### src/rtl/oled_pkg.sv
// Shared constants for the SSD1331 receive-side link model: panel size,
// acted-on opcodes, per-opcode argument counts and the parser state encoding.
package oled_pkg;

    localparam int unsigned OLED_WIDTH  = 96;
    localparam int unsigned OLED_HEIGHT = 64;

    localparam logic [7:0] CMD_SET_COL  = 8'h15;
    localparam logic [7:0] CMD_SET_ROW  = 8'h75;
    localparam logic [7:0] CMD_DISP_ON  = 8'hAF;
    localparam logic [7:0] CMD_DISP_OFF = 8'hAE;

    typedef enum logic {
        ST_CMD = 1'b0,
        ST_ARG = 1'b1
    } parser_state_e;

    // Argument bytes that follow each opcode; unknown opcodes take none.
    function automatic logic [3:0] arg_count(input logic [7:0] op);
        logic [3:0] n;
        case (op)
            8'h15, 8'h75:                         n = 4'd2;
            8'h81, 8'h82, 8'h83, 8'h87,
            8'h8A, 8'h8B, 8'h8C,
            8'hA0, 8'hA1, 8'hA2, 8'hA8, 8'hAD,
            8'hB0, 8'hB1, 8'hB3, 8'hBB, 8'hBE,
            8'hF0, 8'h26:                         n = 4'd1;
            8'h21:                                n = 4'd7;
            8'h22:                                n = 4'd10;
            8'h23:                                n = 4'd6;
            8'h24, 8'h25:                         n = 4'd4;
            8'h27:                                n = 4'd5;
            default:                              n = 4'd0;
        endcase
        return n;
    endfunction

endpackage

### src/rtl/spi_byte_rx.sv
// Oversampling SPI byte receiver: synchronises the link pins, detects SCK
// rises and assembles MSB-first bytes tagged with the D/C level.
module spi_byte_rx (
    input  logic       clk,
    input  logic       reset,
    input  logic       oled_csn,
    input  logic       oled_clk,
    input  logic       oled_mosi,
    input  logic       oled_dc,
    input  logic       oled_resn,
    output logic       byte_valid,
    output logic [7:0] rx_byte,
    output logic       byte_dc,
    output logic       frame_err,
    output logic       link_resn
);

    // Pin order {resn, dc, mosi, clk, csn}; idle levels keep the link deselected.
    localparam logic [4:0] SYNC_IDLE = 5'b10001;

    logic [4:0] sync1_q, sync2_q;
    logic       sck_d3_q;
    logic       csn_s, sck_s, mosi_s, dc_s, resn_s, sck_rise;

    logic [2:0] cnt_q, cnt_d;
    logic [6:0] shift_q, shift_d;
    logic [7:0] byte_q, byte_d;
    logic       dc_q, dc_d;
    logic       valid_q, valid_d;
    logic       ferr_q, ferr_d;

    assign csn_s    = sync2_q[0];
    assign sck_s    = sync2_q[1];
    assign mosi_s   = sync2_q[2];
    assign dc_s     = sync2_q[3];
    assign resn_s   = sync2_q[4];
    assign sck_rise = sck_s & ~sck_d3_q;

    always_comb begin
        cnt_d   = cnt_q;
        shift_d = shift_q;
        byte_d  = byte_q;
        dc_d    = dc_q;
        valid_d = 1'b0;
        ferr_d  = 1'b0;
        if (csn_s) begin
            ferr_d = (cnt_q != 3'd0);
            cnt_d  = 3'd0;
        end else if (sck_rise) begin
            shift_d = {shift_q[5:0], mosi_s};
            if (cnt_q == 3'd7) begin
                byte_d  = {shift_q, mosi_s};
                dc_d    = dc_s;
                valid_d = 1'b1;
                cnt_d   = 3'd0;
            end else begin
                cnt_d = cnt_q + 3'd1;
            end
        end
    end

    always_ff @(posedge clk) begin
        if (reset) begin
            sync1_q  <= SYNC_IDLE;
            sync2_q  <= SYNC_IDLE;
            sck_d3_q <= 1'b0;
        end else begin
            sync1_q  <= {oled_resn, oled_dc, oled_mosi, oled_clk, oled_csn};
            sync2_q  <= sync1_q;
            sck_d3_q <= sck_s;
        end
    end

    // A link reset drops any partial byte silently, unlike a CSn abort.
    always_ff @(posedge clk) begin
        if (reset || !resn_s) begin
            cnt_q   <= 3'd0;
            shift_q <= 7'd0;
            byte_q  <= 8'd0;
            dc_q    <= 1'b0;
            valid_q <= 1'b0;
            ferr_q  <= 1'b0;
        end else begin
            cnt_q   <= cnt_d;
            shift_q <= shift_d;
            byte_q  <= byte_d;
            dc_q    <= dc_d;
            valid_q <= valid_d;
            ferr_q  <= ferr_d;
        end
    end

    assign byte_valid = valid_q;
    assign rx_byte    = byte_q;
    assign byte_dc    = dc_q;
    assign frame_err  = ferr_q;
    assign link_resn  = resn_s;

endmodule

### src/rtl/oled_spi_sink.sv
// SSD1331 link sink: parses the received command stream and turns data bytes
// into framebuffer pixel writes using the column/row window cursor.
module oled_spi_sink
    import oled_pkg::*;
#(
    parameter int unsigned WIDTH  = OLED_WIDTH,
    parameter int unsigned HEIGHT = OLED_HEIGHT
) (
    input  logic       clk,
    input  logic       reset,
    input  logic       oled_csn,
    input  logic       oled_clk,
    input  logic       oled_mosi,
    input  logic       oled_dc,
    input  logic       oled_resn,
    output logic       pix_we,
    output logic [6:0] pix_x,
    output logic [5:0] pix_y,
    output logic [7:0] pix_data,
    output logic       cmd_valid,
    output logic [7:0] cmd_byte,
    output logic       display_on,
    output logic       frame_done,
    output logic [7:0] err_cnt
);

    localparam logic [6:0] X_MAX = 7'(WIDTH - 1);
    localparam logic [5:0] Y_MAX = 6'(HEIGHT - 1);

    logic       rx_valid, rx_dc, frame_err, link_resn;
    logic [7:0] rx_byte;

    spi_byte_rx u_rx (
        .clk        (clk),
        .reset      (reset),
        .oled_csn   (oled_csn),
        .oled_clk   (oled_clk),
        .oled_mosi  (oled_mosi),
        .oled_dc    (oled_dc),
        .oled_resn  (oled_resn),
        .byte_valid (rx_valid),
        .rx_byte    (rx_byte),
        .byte_dc    (rx_dc),
        .frame_err  (frame_err),
        .link_resn  (link_resn)
    );

    parser_state_e state_q, state_d;
    logic [3:0] args_left_q, args_left_d;
    logic [6:0] arg0_q, arg0_d;
    logic [6:0] col_start_q, col_start_d, col_end_q, col_end_d, cur_x_q, cur_x_d;
    logic [5:0] row_start_q, row_start_d, row_end_q, row_end_d, cur_y_q, cur_y_d;
    logic       pix_we_q, pix_we_d, cmd_valid_q, cmd_valid_d, frame_done_q, frame_done_d;
    logic [6:0] pix_x_q, pix_x_d;
    logic [5:0] pix_y_q, pix_y_d;
    logic [7:0] pix_data_q, pix_data_d, cmd_byte_q, cmd_byte_d, err_cnt_q, err_cnt_d;
    logic       disp_q, disp_d, abort_err;
    logic [8:0] err_sum;
    logic [3:0] n_args;

    always_comb begin
        state_d      = state_q;
        args_left_d  = args_left_q;
        arg0_d       = arg0_q;
        col_start_d  = col_start_q;
        col_end_d    = col_end_q;
        row_start_d  = row_start_q;
        row_end_d    = row_end_q;
        cur_x_d      = cur_x_q;
        cur_y_d      = cur_y_q;
        pix_x_d      = pix_x_q;
        pix_y_d      = pix_y_q;
        pix_data_d   = pix_data_q;
        cmd_byte_d   = cmd_byte_q;
        disp_d       = disp_q;
        pix_we_d     = 1'b0;
        cmd_valid_d  = 1'b0;
        frame_done_d = 1'b0;
        abort_err    = 1'b0;
        n_args       = arg_count(rx_byte);

        if (rx_valid && rx_dc) begin
            // Data mid-command abandons the command and is still drawn.
            abort_err  = (state_q == ST_ARG);
            state_d    = ST_CMD;
            pix_we_d   = 1'b1;
            pix_x_d    = cur_x_q;
            pix_y_d    = cur_y_q;
            pix_data_d = rx_byte;
            if (cur_x_q == col_end_q || col_start_q > col_end_q) begin
                cur_x_d = col_start_q;
                if (cur_y_q == row_end_q || row_start_q > row_end_q) begin
                    cur_y_d      = row_start_q;
                    frame_done_d = 1'b1;
                end else begin
                    cur_y_d = cur_y_q + 6'd1;
                end
            end else begin
                cur_x_d = cur_x_q + 7'd1;
            end
        end else if (rx_valid && state_q == ST_CMD) begin
            cmd_byte_d  = rx_byte;
            cmd_valid_d = 1'b1;
            args_left_d = n_args;
            if (n_args != 4'd0) state_d = ST_ARG;
            if (rx_byte == CMD_DISP_ON)  disp_d = 1'b1;
            if (rx_byte == CMD_DISP_OFF) disp_d = 1'b0;
        end else if (rx_valid) begin
            arg0_d      = rx_byte[6:0];
            args_left_d = args_left_q - 4'd1;
            if (args_left_q == 4'd1) begin
                state_d = ST_CMD;
                if (cmd_byte_q == CMD_SET_COL) begin
                    col_start_d = (arg0_q > X_MAX) ? X_MAX : arg0_q;
                    col_end_d   = (rx_byte[6:0] > X_MAX) ? X_MAX : rx_byte[6:0];
                    cur_x_d     = col_start_d;
                end else if (cmd_byte_q == CMD_SET_ROW) begin
                    row_start_d = (arg0_q[5:0] > Y_MAX) ? Y_MAX : arg0_q[5:0];
                    row_end_d   = (rx_byte[5:0] > Y_MAX) ? Y_MAX : rx_byte[5:0];
                    cur_y_d     = row_start_d;
                end
            end
        end

        err_sum   = {1'b0, err_cnt_q} + {8'd0, frame_err} + {8'd0, abort_err};
        err_cnt_d = err_sum[8] ? 8'hFF : err_sum[7:0];
    end

    always_ff @(posedge clk) begin
        if (reset) err_cnt_q <= 8'd0;
        else       err_cnt_q <= err_cnt_d;
    end

    // The link reset pin clears everything but the error history.
    always_ff @(posedge clk) begin
        if (reset || !link_resn) begin
            state_q      <= ST_CMD;
            args_left_q  <= 4'd0;
            arg0_q       <= 7'd0;
            col_start_q  <= 7'd0;
            col_end_q    <= X_MAX;
            row_start_q  <= 6'd0;
            row_end_q    <= Y_MAX;
            cur_x_q      <= 7'd0;
            cur_y_q      <= 6'd0;
            pix_we_q     <= 1'b0;
            pix_x_q      <= 7'd0;
            pix_y_q      <= 6'd0;
            pix_data_q   <= 8'd0;
            cmd_valid_q  <= 1'b0;
            cmd_byte_q   <= 8'd0;
            disp_q       <= 1'b0;
            frame_done_q <= 1'b0;
        end else begin
            state_q      <= state_d;
            args_left_q  <= args_left_d;
            arg0_q       <= arg0_d;
            col_start_q  <= col_start_d;
            col_end_q    <= col_end_d;
            row_start_q  <= row_start_d;
            row_end_q    <= row_end_d;
            cur_x_q      <= cur_x_d;
            cur_y_q      <= cur_y_d;
            pix_we_q     <= pix_we_d;
            pix_x_q      <= pix_x_d;
            pix_y_q      <= pix_y_d;
            pix_data_q   <= pix_data_d;
            cmd_valid_q  <= cmd_valid_d;
            cmd_byte_q   <= cmd_byte_d;
            disp_q       <= disp_d;
            frame_done_q <= frame_done_d;
        end
    end

    assign pix_we     = pix_we_q;
    assign pix_x      = pix_x_q;
    assign pix_y      = pix_y_q;
    assign pix_data   = pix_data_q;
    assign cmd_valid  = cmd_valid_q;
    assign cmd_byte   = cmd_byte_q;
    assign display_on = disp_q;
    assign frame_done = frame_done_q;
    assign err_cnt    = err_cnt_q;

endmodule

### config.mk
export PLATFORM = sky130hd
export DESIGN_NAME = oled_spi_sink
export DESIGN_NICKNAME = d
export VERILOG_FILES = /design/src/rtl/oled_pkg.sv /design/src/rtl/spi_byte_rx.sv /design/src/rtl/oled_spi_sink.sv
export SDC_FILE = /design/constraint.sdc
export NUM_CORES = 1
export LEC_CHECK = 0
export BUFFER_PORTS_ARGS = -buffer_cell sky130_fd_sc_hd__buf_4
export CORE_ASPECT_RATIO = 1.2
export CORE_MARGIN = 2
export CORE_UTILIZATION = 30
export CTS_CLUSTER_SIZE = 25
export DETAILED_ROUTE_END_ITERATION = 8
export PLACE_DENSITY = 0.55
export SLEW_MARGIN = 10
export SYNTH_ARGS = -nofsm -noshare
export SYNTH_HDL_FRONTEND = slang
export SYNTH_HIERARCHICAL = 1
export SYNTH_SLANG_ARGS = --single-unit
### constraint.sdc
create_clock -name clk -period 3.47 [get_ports clk]
set_clock_uncertainty 0.05 [all_clocks]
set_input_delay 0.347 -clock clk [delete_from_list [all_inputs] [get_ports clk]]
set_output_delay 0.347 -clock clk [all_outputs]
set_load 0.05 [all_outputs]
**Word-level counts from Yosys, hierarchy flattened**

Index checks and enable logic that the tools add are counted.

- $add $sub $neg: 6
- Magnitude comparators: 6
- Eq/ne operators: 39
- Multiplexer cells: 34
- Bitwise logic cells: 9
- Reduce and logical (&&, ||, !) cells: 34

Operators with widths:

| kind | count |
|---|---|
| $eq 8x8->1 const B | 20 |
| $mux 6 | 10 |
| $eq 8x6->1 const B | 7 |
| $mux 7 | 8 |
| $pmux 4 s7 | 1 |
| $reduce_or 19->1 | 1 |
| $eq 8x5->1 const B | 2 |
| $eq 8x7->1 const B | 2 |
| $gt 7x7->1 const B | 2 |
| $reduce_bool 2->1 | 7 |
| $gt 6x6->1 const B | 2 |
| $reduce_and 3->1 | 4 |
| $reduce_and 6->1 | 2 |
| $mux 1 | 11 |
| $reduce_or 2->1 | 5 |
| $add 8x1->9 | 1 |
| $add 9x1->9 | 1 |
| $mux 4 | 2 |
| $mux 8 | 1 |
| $not 1->1 | 8 |
| $add 7x1->7 const B | 1 |
| $eq 7x7->1 | 1 |
| $gt 7x7->1 | 1 |
| $add 6x1->6 const B | 1 |
| 19 further kinds | 27 |

- Register bits: 124
- Input port bits: 7

**Longest topological paths before layout**

- Word-level depth: 8
- Depth in mapped cells: 12
- Depth with buffers taken out: 8

**Modules after synthesis**

Netlist, hierarchy kept.

By module, submodules not included:

| module | times used | cells an instance | area an instance (sq um) | seq. area each (sq um) |
|---|---|---|---|---|
| oled_spi_sink | 1 | 576 | 4,745.8 | 1,841.8 |
| spi_byte_rx | 1 | 112 | 1,162.4 | 640.6 |

**Least setup slack after synthesis**

Ideal clock, no wire load.

- Kind: register -> register
- Start: register u_rx.dc_q (netlist: u_rx/byte_dc)
- End: register err_cnt_q[4] (netlist: err_cnt[4])
- Arrival time: 2,485 ps
- Path slack: 864 ps
- Stages on the path, launching flop included: 13
- Cell sequence: dfxtp_1 > buf_2 > and2_1 > clkbuf_1 > buf_2 > clkbuf_1 > nand2_1 > fa_1 > inv_1 > ha_1 > nand3_1 > xor2_1 > a21oi_1

- Cells in the longest elaborated chain, start to end: 4

Ends and longest elaborated chain:

| element | RTL line | text |
|---|---|---|
| start, declared | spi_byte_rx.sv:28 | `logic dc_q, dc_d;` |
| start signal, assigned | spi_byte_rx.sv:80 | `dc_q <= 1'b0;` |
| start signal, assigned | spi_byte_rx.sv:87 | `dc_q <= dc_d;` |
| $logic_and 1x1->1 | oled_spi_sink.sv:82 | `if (rx_valid && rx_dc) begin` |
| $mux 1 | oled_spi_sink.sv:82 |  |
| $add 9x1->9 | oled_spi_sink.sv:125 | `err_sum = {1'b0, err_cnt_q} + {8'd0, frame_err} + {8'd0, abort_err};` |
| $mux 8 | oled_spi_sink.sv:126 | `err_cnt_d = err_sum[8] ? 8'hFF : err_sum[7:0];` |
| end signal, assigned | oled_spi_sink.sv:131 | `else err_cnt_q <= err_cnt_d;` |
| end, declared | oled_spi_sink.sv:56 | `logic [7:0] pix_data_q, pix_data_d, cmd_byte_q, cmd_byte_d, err_cnt_q, err_cnt_d;` |

Every way passes these cells.
A chain may end at the register's enable or synchronous reset.

**Worst setup path in the final report**

- Start: register args_left_q[0]
- End: register col_end_q[3]

- Cells in the longest elaborated chain, start to end: 2

Ends and longest elaborated chain:

| element | RTL line | text |
|---|---|---|
| start, declared | oled_spi_sink.sv:49 | `logic [3:0] args_left_q, args_left_d;` |
| start signal, assigned | oled_spi_sink.sv:156 | `args_left_q <= args_left_d;` |
| $eq 4x1->1 | oled_spi_sink.sv:111 | `if (args_left_q == 4'd1) begin` |
| $reduce_and 5->1 (no line) | - |  |
| end signal, assigned | oled_spi_sink.sv:159 | `col_end_q <= col_end_d;` |
| end, declared | oled_spi_sink.sv:51 | `logic [6:0] col_start_q, col_start_d, col_end_q, col_end_d, cur_x_q, cur_x_d;` |

Every way passes these cells.

==> reports/results.ini <==
[final_layout]
diodes=0
syn_to_final_growth_pct=18.7
regArea_um2=2480
nNetsFinal=744
utilization=0.361
final_area_um2=7010
multiInputGateArea_um2=3070
drive_gt1_frac=0.169
final.fill_count=2055

[worst_setup_path]
worst-setup-path-type=flop to flop
cp-end-kind=flop
reg2reg_from=args_left_q[0]
crit_fanout=10
worst_ep_required_time_ns=3.68
r2r_slack_ns=1.15
reg2reg_depth=7
arrival_ns=2.53
cp-start-kind=flop
r2r_end=col_end_q[3]

[global_route]
grt_max_degree=48
grt_use_total=0.143
grt_pass1_wl_um=23700
grt_overflow=0
grt_pass1_vias=4553
antenna_found_initial=0

[job]
maxCapViolations=0

[placement]
numPortBuffers=47
hpwl_um=9970
gp_congestion=0.808
dpl_worst_slack_ns=1.15
placed_cell_area_um2=6400

[detailed_routing]
drt-pass1-iter-count=5
drc_errors=0
wl_um=14400
antenna_left=0
vias=4774
wl_per_cell_um=14.6
drtIter0Drc=314
via_per_inst=4.83

[hold_path]
hold_depth=2
worstHoldStart=oled_resn
hold-path-endpoint=u_rx/sync1_q[4]
hold_class=input pin to flop

[logic_synthesis]
synth_cell_types=64
ys_seq_area_frac=0.420
async_flop_share=0
yosysTopAreaCellShare=0.420
synthesis.area_um2=5910
syn_nets=717
synthTopCellsByCount=dfxtp_1, nand2_1, a21oi_1
synth_top_area_cell=dfxtp_1
yosys_warnings=6
yosys-top-cells-area=dfxtp_1, nand2_1, a21oi_1, ha_1, nand3_1
avgSynthCellArea_um2=8.59
yosysMostFrequentCell=dfxtp_1
synth-main-ff-cell=dfxtp_1
synth_edf_count=0
synth_seq_cells=124
synthCells=688

[die]
pin_count=48
row_count=56
initial_core_util=0.304
dieArea_um2=20800
die_h_um=158
core-area_um2=19400
die_x_um=132

[clocking]
postCtsHoldBufs=0
clk_pin_slew_ns=0.06
cts_resized=0
cts_sinks=124
cts_buffers=17
htree_num_levels=4
clockBufferDepth=2
postCtsSetupRepairBufs=0
clockRootBuffer=clkbuf_16
clock_latency_ns=0.42
cts_tree=built

[sta]
slew_headroom=0.313
drv_slew=0
hold_viol=0
fin_setup_tns_ns=0
max_freq_mhz=431
period_share=0.669
tightest_slew_ns=1.03
setup_ws_ns=1.15
finalSetupViolCount=0
rsz0062_at_grt=no
fin_crit_ns=2.32

[pwr]
totalPowerFinal_mw=3.33
power_per_cell_area_nw_per_um2=475
vdd_drop_max_mv=0.337
power.leakage_nw=2.62

[run_status]
status=completed

-- per-stage QoR --
stage | std cells | hold slack (ns)
2_1_floorplan | 688 | 0.339
3_3_place_gp | 957 | 0.342
3_5_place_dp | 957 | 0.349
4_1_cts | 989 | 0.0370
5_1_grt | 989 | 0.0372
6_report | 989 | 0.0531
-- kinds of logic (layout without fill, tap and decap cells) --
| kind of cell | after synthesis | after routing | share of synthesized area |
|---|---|---|---|
| AOI/OAI and AO/OA | 158 | 158 | 0.167 |
| xor gates and xnor gates | 26 | 26 | 0.0385 |
| adders and majority gates | 22 | 22 | 0.0479 |
| buffers and inverters | 74 | 114 | 0.0608 |
| DFF | 124 | 124 | 0.420 |
| muxes | 19 | 19 | 0.0326 |
| and+or+nand+nor | 265 | 265 | 0.233 |
-- worst max path at each step --
| stage | end | from | cells past startpoint | slack [ns] |
|---|---|---|---|---|
| 2_1_floorplan | err_cnt[4] | u_rx/byte_dc | 12 | 0.86 |
| 3_3_place_gp | col_end_q[2] | args_left_q[0] | 7 | 1.19 |
| 3_5_place_dp | col_end_q[2] | args_left_q[0] | 7 | 1.15 |
| 4_1_cts | col_end_q[3] | args_left_q[0] | 7 | 1.14 |
| 5_1_grt | col_end_q[2] | args_left_q[0] | 7 | 0.98 |
| 6_report | col_end_q[3] | args_left_q[0] | 7 | 1.15 |
-- layout make-up --
type / instances / share of cell area
Multi-Input combinational cell: 490 / 0.438
Sequential cell: 124 / 0.354
Clock buffer: 18 / 0.0612
Timing Repair Buffer: 57 / 0.0610
Tap cell: 261 / 0.0466
Clock inverter: 14 / 0.0262
Inverter: 25 / 0.0134
-- routing by layer --
layer / track usage / routed length, um
met1: 0.170 / 6580
met4: 0.0487 / 224
met2: 0.251 / 7190
met3: 0.0362 / 446
met5: 0 / 0
-- power by group --
part,switching [mW],internal [mW]
Sequential,0.00280,1.43
Clock,0.705,1.14
Combinational,0.0350,0.0145
-- state kept, by name (all words and copies together) (netlist names), 7 cells and up --
| register | count |
|---|---|
| arg0_q | 7 |
| cmd_byte | 8 |
| col_end_q | 7 |
| col_start_q | 7 |
| cur_x_q | 7 |
| err_cnt | 8 |
| pix_data | 8 |
| pix_x | 7 |
| u_rx/rx_byte | 8 |
| u_rx/shift_q | 7 |
-- placed cells by master (no fill, tap or decap), types with 12 or more instances in the layout --
cell type	n
o211ai_1	17
o21ai_1	16
xor2_1	14
buf_4	57
nor3_1	14
mux2i_1	17
inv_1	25
dfxtp_1	124
o21ai_0	22
nor2b_1	15
nand3_1	44
clkbuf_16	17
ha_1	21
xnor2_1	12
nand2_1	93
nor2_1	36
a21oi_1	61
-- worst max-delay path, cell delays in order (launching register included) --
cell      delay [ns]
dfxtp_1         0.40
ha_1            0.17
nand4b_1        0.16
nor4_4          0.37
and2_1          0.41
nand2b_1        0.31
nor3_2          0.22
o21ai_1         0.08
Note: power is estimated with default switching activity, not from simulation.
